$ cat src/rtl/wmst_pkg.sv
// Shared types and helpers for the write-master burst controller.
package wmst_pkg;

    // Controller states; IDLE must stay at encoding 0 so reset lands there.
    typedef enum logic [2:0] {
        S_IDLE   = 3'd0,
        S_WAIT   = 3'd1,
        S_CONFIG = 3'd2,
        S_TRANS  = 3'd3,
        S_NEXT   = 3'd4,
        S_DONE   = 3'd5
    } state_t;

    // Default datapath width and the matching address stride per word.
    localparam int DEF_DW         = 32;
    localparam int BYTES_PER_WORD = DEF_DW / 8;

    // Smaller of two lengths; callers truncate the result to their own width.
    function automatic logic [31:0] min_len(input logic [31:0] a, input logic [31:0] b);
        return (a < b) ? a : b;
    endfunction

endpackage

$ cat src/rtl/wmst_burst_ctrl.sv
// Write-master control: splits one store job into FIFO-gated Avalon bursts
// of at most MAX_BURST words, with abort support.
module wmst_burst_ctrl
    import wmst_pkg::*;
#(
    parameter int AW        = 32,
    parameter int LW        = 16,
    parameter int DW        = DEF_DW,
    parameter int MAX_BURST = 128,
    parameter int FLW       = 10
) (
    input  logic          clk,
    input  logic          rst_n,
    input  logic          store_start,
    input  logic [AW-1:0] store_base,
    input  logic [LW-1:0] store_len,
    input  logic          abort,
    input  logic [FLW-1:0] fifo_level,
    input  logic          store_trans_done,
    output logic          store_trans_start,
    output logic [AW-1:0] param_waddr,
    output logic [LW-1:0] param_iolen,
    output logic          store_busy,
    output logic          store_done,
    output logic          store_aborted
);

    localparam int STRIDE = DW / 8;
    // Common width for the FIFO-level vs chunk comparison (both zero-extended).
    localparam int CW = (FLW > LW) ? FLW : LW;

    state_t        state, state_nxt;
    logic [AW-1:0] cur_addr;
    logic [LW-1:0] remain;
    logic [LW-1:0] chunk;
    logic [AW-1:0] step;
    logic [CW-1:0] level_ext, chunk_ext;
    logic          fifo_ready;
    logic          abort_pend;
    logic          abort_seen;

    assign chunk      = LW'(min_len(32'(remain), 32'(MAX_BURST)));
    assign step       = AW'(chunk) * AW'(STRIDE);
    assign level_ext  = CW'(fifo_level);
    assign chunk_ext  = CW'(chunk);
    assign fifo_ready = (level_ext >= chunk_ext);
    // Abort only counts while a job is in progress and not already finishing.
    assign abort_seen = abort && (state == S_WAIT || state == S_CONFIG ||
                                  state == S_TRANS || state == S_NEXT);

    // Next-state decode; an abort seen in NEXT also ends the job right away.
    always_comb begin
        state_nxt = state;
        case (state)
            S_IDLE: begin
                if (store_start)
                    state_nxt = (store_len == '0) ? S_DONE : S_WAIT;
            end
            S_WAIT: begin
                if (abort_seen || abort_pend)
                    state_nxt = S_DONE;
                else if (fifo_ready)
                    state_nxt = S_CONFIG;
            end
            S_CONFIG: state_nxt = S_TRANS;
            S_TRANS: begin
                if (store_trans_done)
                    state_nxt = S_NEXT;
            end
            S_NEXT: begin
                if ((remain == chunk) || abort_pend || abort_seen)
                    state_nxt = S_DONE;
                else
                    state_nxt = S_WAIT;
            end
            S_DONE:  state_nxt = S_IDLE;
            default: state_nxt = S_IDLE;
        endcase
    end

    // State register, abort latch and registered control outputs.
    always_ff @(posedge clk or negedge rst_n) begin
        if (!rst_n) begin
            state             <= S_IDLE;
            abort_pend        <= 1'b0;
            store_trans_start <= 1'b0;
            store_busy        <= 1'b0;
            store_done        <= 1'b0;
            store_aborted     <= 1'b0;
        end else begin
            state             <= state_nxt;
            store_trans_start <= (state == S_CONFIG);
            store_busy        <= (state_nxt != S_IDLE);
            store_done        <= (state_nxt == S_DONE);
            store_aborted     <= (state_nxt == S_DONE) && (abort_pend || abort_seen);
            if (state == S_DONE)
                abort_pend <= 1'b0;
            else if (abort_seen)
                abort_pend <= 1'b1;
        end
    end

    // Burst planner: job position, remaining words and the issued burst parameters.
    always_ff @(posedge clk or negedge rst_n) begin
        if (!rst_n) begin
            cur_addr    <= '0;
            remain      <= '0;
            param_waddr <= '0;
            param_iolen <= '0;
        end else begin
            case (state)
                S_IDLE: begin
                    if (store_start) begin
                        cur_addr <= store_base;
                        remain   <= store_len;
                    end
                end
                S_CONFIG: begin
                    param_waddr <= cur_addr;
                    param_iolen <= chunk;
                end
                S_NEXT: begin
                    cur_addr <= cur_addr + step;
                    remain   <= remain - chunk;
                end
                default: ;
            endcase
        end
    end

endmodule

$ cat config.mk
export PLATFORM = sky130hd
export DESIGN_NAME = wmst_burst_ctrl
export DESIGN_NICKNAME = d
export VERILOG_FILES = /design/src/rtl/wmst_pkg.sv /design/src/rtl/wmst_burst_ctrl.sv
export SDC_FILE = /design/constraint.sdc
export NUM_CORES = 1
export LEC_CHECK = 0
export ABC_CLOCK_PERIOD_IN_PS = 4600
export CAP_MARGIN = 20
export CORE_MARGIN = 2
export CORE_UTILIZATION = 49
export CTS_CLUSTER_SIZE = 8
export DETAILED_ROUTE_END_ITERATION = 8
export GPL_ROUTABILITY_DRIVEN = 0
export PLACE_DENSITY = 0.76
export SLEW_MARGIN = 20
export SYNTH_ARGS = -nofsm -noshare
export SYNTH_HDL_FRONTEND = slang
export SYNTH_SLANG_ARGS = --single-unit
export TNS_END_PERCENT = 5
$ cat constraint.sdc
create_clock -name clk -period 4.6 [get_ports clk]
set_clock_uncertainty 0.15 [all_clocks]
set_input_delay 1.38 -clock clk [delete_from_list [all_inputs] [get_ports clk]]
set_output_delay 1.38 -clock clk [all_outputs]
set_load 0.1 [all_outputs]
# After elaboration in Yosys (flattened, before gate mapping)

Cells that the tools add are included.

Output and inout port bits: 52
Word-level logic and storage cells: 50
Flip-flop bits (word level): 104

Multiplexer cells: 14
$lt $le $gt $ge: 2
Eq/ne operators: 8
Reduce and logical (&&, ||, !) cells: 14
Add/subtract/negate cells: 2

Operator list:

| kind                | number |
|---|---|
| $pmux 32 s2         | 1 |
| $add 32x18->32      | 1 |
| $mux 16             | 2 |
| $mux 32             | 1 |
| $pmux 16 s2         | 1 |
| $mux 3              | 6 |
| $eq 16x16->1        | 1 |
| $ge 10x16->1        | 1 |
| $logic_not 16->1    | 1 |
| $lt 16x8->1 const B | 1 |
| $sub 16x16->16      | 1 |
| $pmux 3 s5          | 1 |
| $eq 3x3->1 const B  | 3 |
| $eq 3x2->1 const B  | 2 |
| $logic_or 1x1->1    | 6 |
| $reduce_bool 2->1   | 2 |
| $eq 3x1->1 const B  | 1 |
| $logic_not 3->1     | 1 |
| $reduce_bool 3->1   | 1 |
| $logic_and 1x1->1   | 2 |
| $mux 1              | 2 |
| $ne 2x2->1 const B  | 1 |
| $reduce_and 2->1    | 1 |

# Longest topological paths before layout

Gate-level depths: netlist of the first run.

Depth after elaboration: 10
Depth in mapped cells: 15
Gate-level depth less buffers: 13

# Least setup slack after synthesis of the first run

No wires, ideal clock.

Path type: reg-to-reg
From: register remain[7]
To: register cur_addr[26]
Buffers on the path: 3
Slack: 1160 ps
Stages on the path, launching flop included: 16
Period minus slack after synthesis: 3440 ps
Data arrival time: 3145 ps
Data required time: 4305 ps
Cell sequence: dfrtp_1 > buf_2 > nor4_1 > nand3b_1 > inv_1 > buf_1 > nand2_1 > inv_1 > ha_1 > nor2b_1 > o31a_1 > o21ai_0 > a21oi_1 > clkbuf_1 > a211oi_1 > a311oi_1

Cells in the longest elaborated chain, start to end: 4

RTL lines:

| element                | RTL line               | RTL |
|---|---|---|
| from (decl)            | wmst_burst_ctrl.sv:34  | `logic [LW-1:0] remain;` |
| from (signal assigned) | wmst_burst_ctrl.sv:115 | `remain <= store_len;` |
| from (signal assigned) | wmst_burst_ctrl.sv:124 | `remain <= remain - chunk;` |
| $lt 16x8->1            | wmst_pkg.sv:20         | `return (a < b) ? a : b;` |
| $mux 16 (*)            | wmst_pkg.sv:20         |  |
| named net chunk[7]     | wmst_burst_ctrl.sv:35  | `logic [LW-1:0] chunk;` |
| $add 32x18->32 (*)     | wmst_burst_ctrl.sv:123 | `cur_addr <= cur_addr + step;` |
| $pmux 32 s2 (*)        | wmst_burst_ctrl.sv:111 | `case (state)` |
| to (signal assigned)   | wmst_burst_ctrl.sv:114 | `cur_addr <= store_base;` |
| to (signal assigned)   | wmst_burst_ctrl.sv:123 |  |
| to (decl)              | wmst_burst_ctrl.sv:33  | `logic [AW-1:0] cur_addr;` |

Mark *: on every way through the listed nets, which the timed path passes. The rest lies on a longest branch.
A chain may end at the register's enable or synchronous reset.

# Final worst setup path of the first run

From: register remain[10]
To: register cur_addr[30]

Cells in the longest elaborated chain, start to end: 4

RTL lines:

| element            | RTL line |
|---|---|
| $lt 16x8->1        | wmst_pkg.sv:20 |
| $mux 16            | wmst_pkg.sv:20 |
| named net chunk[7] | wmst_burst_ctrl.sv:35 |
| $add 32x18->32     | wmst_burst_ctrl.sv:123 |
| $pmux 32 s2        | wmst_burst_ctrl.sv:111 |

The timed path passes the listed nets, and every way through them passes these cells.

==> results.md, run 1 <==
* Die H at 112 microns
* Post-synth EDFFs at 0
* Placed inst area at 0.00707 sq mm
* Fin. max-slew vios at 0
* Mapped Area at 0.00577 sq mm
* Crit path DAT at 4.10 ns
* Cts hold-fix bufs at 0
* Worst skew pair latency at 0.36 ns
* Largest net degree at the start of global routing at 105
* DRC at 0
* TritonCTS clock tree: yes
* Synth cell types at 63
* H-tree depth at 3
* Drt pass-1 iters at 5
* Max_cap viols at 0
* CP max FO at 15
* Root buffer cell: clkbuf_16
* Fraction of registers with async set/reset at 100%
* # diodes at 0
* R2r setup slk at 0.62 ns
* Dominant synthesized flop cell: dfrtp_1
* Core ar. at 0.0115 sq mm
* Max Root-Sink Buffers at 2
* Slew Limit Headroom at 32.4%
* Final #Nets at 865
* I/O pin count at 115
* Synthesized flop and latch total at 104
* Max layer used: met4
* Post-CTS Setup Bufs at 0
* Worst slew pin tran at 1.01 ns
* Met2 WL at 7220 microns
* Fin. Hold Viols at 0
* Crit path kind: flip-flop to flip-flop
* Met3 wire length at 894 microns
* DR iter-0 viols at 476
* Peak supply drop at 667 uV
* Initial antenna violation count at 0
* Worst min path class: flip-flop to flip-flop
* Worst setup EP type: flip-flop
* Cell leakage power at 3.36 nW
* Post-Syn Instances at 664
* Post-synthesis sequential area ratio at 45.1%
* Warnings from Yosys at 0
* First-pass GRT wire length at 25400 microns
* Synthesized area per cell at 8.69 sq um
* Post-DP HPWL at 10700 microns
* Vias in the first global route at 5286
* Req. time, crit path at 4.71 ns
* Synth area leaders: dfrtp_1, nand2_1, ha_1
* Pwr Total at 5.11 mW
* Starting density of the core at 50.3%
* Share of the synthesized area in the top cell type at 45.1%
* Synth area leader: dfrtp_1
* Ratio of cells with drive above 1 in the final layout at 5.01%
* Final Cell Area at 0.00743 sq mm
* CTS Buf Count at 9
* Synth-to-Final Area Change at 28.8%
* Setup violations, final at 0
* Vias at 5349
* Worst-path clk slew at 0.07 ns
* Commonest cells in the synthesized netlist: nand2_1, dfrtp_1, nor2_1
* All-Layer GR Usage at 24.8%
* DR vias/cell at 5.80
* Port Buffer Count at 114
* Die width at 112 microns
* Setup repair after global routing missed its margin: false
* CTS Sinks at 104
* Metal-1 WL at 6730 microns
* Final wirelength at 15100 microns
* Top-count cell post-synth: nand2_1
* Cell Pwr Density at 688 mW/mm^2
* Post-cts sizing count at 0
* Final min period at 3.98 ns
* Startpoint Class: flip-flop
* # rows at 39
* Global route total overflow at 0
* Final Cycle Share at 86.6%
* Fill count at 963
* FMAX at 251 MHz
* Setup TNS at 0 ns
* Total Die Area at 0.0127 sq mm
* Avg WL per Cell at 16.4 microns
* Status: completed
* DRT antenna net count at 0
per-layer routing:
layer,up-vias,global-route usage [%]
met1,2562,33.9
met2,191,39.6
met4,0,7.40
met3,23,5.83
met5,-,0
li1,2573,-
registers in the layout, indices dropped and copies added, names as in the netlist, 3 cells and up:
signal,cells
param_iolen,16
remain,16
state,3
cur_addr,32
param_waddr,32
where the power goes:
part,switching (mW),internal (mW)
combinational,1.81,0.830
sequential,0.313,1.25
clock,0.345,0.561
total,2.47,2.64
layout make-up:
type	instances	area, sq um	share of cell area [%]
timing repair buffer	121	1200	16.2
multi-input combinational	521	3020	40.7
tap	143	179	2.41
sequential	104	2600	35.0
clock inverter	5	103	1.38
clock buffer	11	253	3.40
inverter	17	63.8	0.859
metrics by stage:
stage               hold WS [ns]  cells  utilization [%]  setup WS (ns)
global placement           0.301    906             61.7          0.905
detailed placement         0.311    906             61.7          0.667
global route               0.357    922             64.8          0.205
floorplan                  0.289    673                -           1.16
finish                     0.327    922             64.8          0.615
CTS                        0.333    922             64.8          0.620
logic make-up after synthesis:
logic type | share of synthesized area, %
DFF | 45.1
xor gates and xnor gates | 1.37
muxes | 0.716
other | 0.130
and+or+nand+nor | 23.7
buffers and inverters | 3.17
AOI/OAI and AO/OA | 19.6
adders and majority gates | 6.20
cell usage in the layout, fill, tap and decap left out, types with 8 or more instances in the layout:
| cell | instances |
|---|---|
| clkdlybuf4s50_1 | 113 |
| nor3_1 | 15 |
| and3_1 | 10 |
| a22oi_1 | 8 |
| nor2_1 | 53 |
| o21ai_0 | 41 |
| nor4_1 | 11 |
| a211oi_1 | 21 |
| inv_1 | 17 |
| clkbuf_16 | 9 |
| conb_1 | 11 |
| nand2_1 | 156 |
| a21oi_1 | 38 |
| ha_1 | 27 |
| and2_1 | 13 |
| dfrtp_1 | 104 |
worst paths after layout:
path,startpoint,endpoint,depth (start not counted)
min reg2reg,param_waddr[24]$_DFFE_PN0P_,param_waddr[24]$_DFFE_PN0P_,2
min in group asynchronous,rst_n,param_waddr[5]$_DFFE_PN0P_,2
max in group asynchronous,rst_n,cur_addr[19]$_DFFE_PN0P_,2
max reg2reg,remain[10]$_DFFE_PN0P_,cur_addr[30]$_DFFE_PN0P_,14
min,param_waddr[24]$_DFFE_PN0P_,param_waddr[24]$_DFFE_PN0P_,2
max,remain[10]$_DFFE_PN0P_,cur_addr[30]$_DFFE_PN0P_,14
critical path, stage by stage, from the launching register on:
cell and delay, ns:
dfrtp_1 0.44, nor4_1 0.40, nand3b_1 0.25, inv_1 0.38
and2_1 0.23, ha_1 0.17, inv_1 0.05, fa_1 0.41
nor2b_1 0.19, o31a_1 0.20, o21ai_0 0.24, a21oi_1 0.23
buf_4 0.21, a211oi_1 0.09, a211oi_1 0.23
Power figures use the tool's default switching activity.
==> run 2, diff against run 1 <==
--- a/config.mk
+++ b/config.mk
@@ -6,12 +6,11 @@
 export NUM_CORES = 1
 export LEC_CHECK = 0
 export ABC_CLOCK_PERIOD_IN_PS = 4600
-export CAP_MARGIN = 20
 export CORE_MARGIN = 2
 export CORE_UTILIZATION = 49
 export CTS_CLUSTER_SIZE = 8
 export DETAILED_ROUTE_END_ITERATION = 8
-export GPL_ROUTABILITY_DRIVEN = 0
+export GPL_ROUTABILITY_DRIVEN = 1
 export PLACE_DENSITY = 0.76
 export SLEW_MARGIN = 20
 export SYNTH_ARGS = -nofsm -noshare
==> results of run 2 <==
No change in the layout: final DEF, timing and power equal those of run 1.
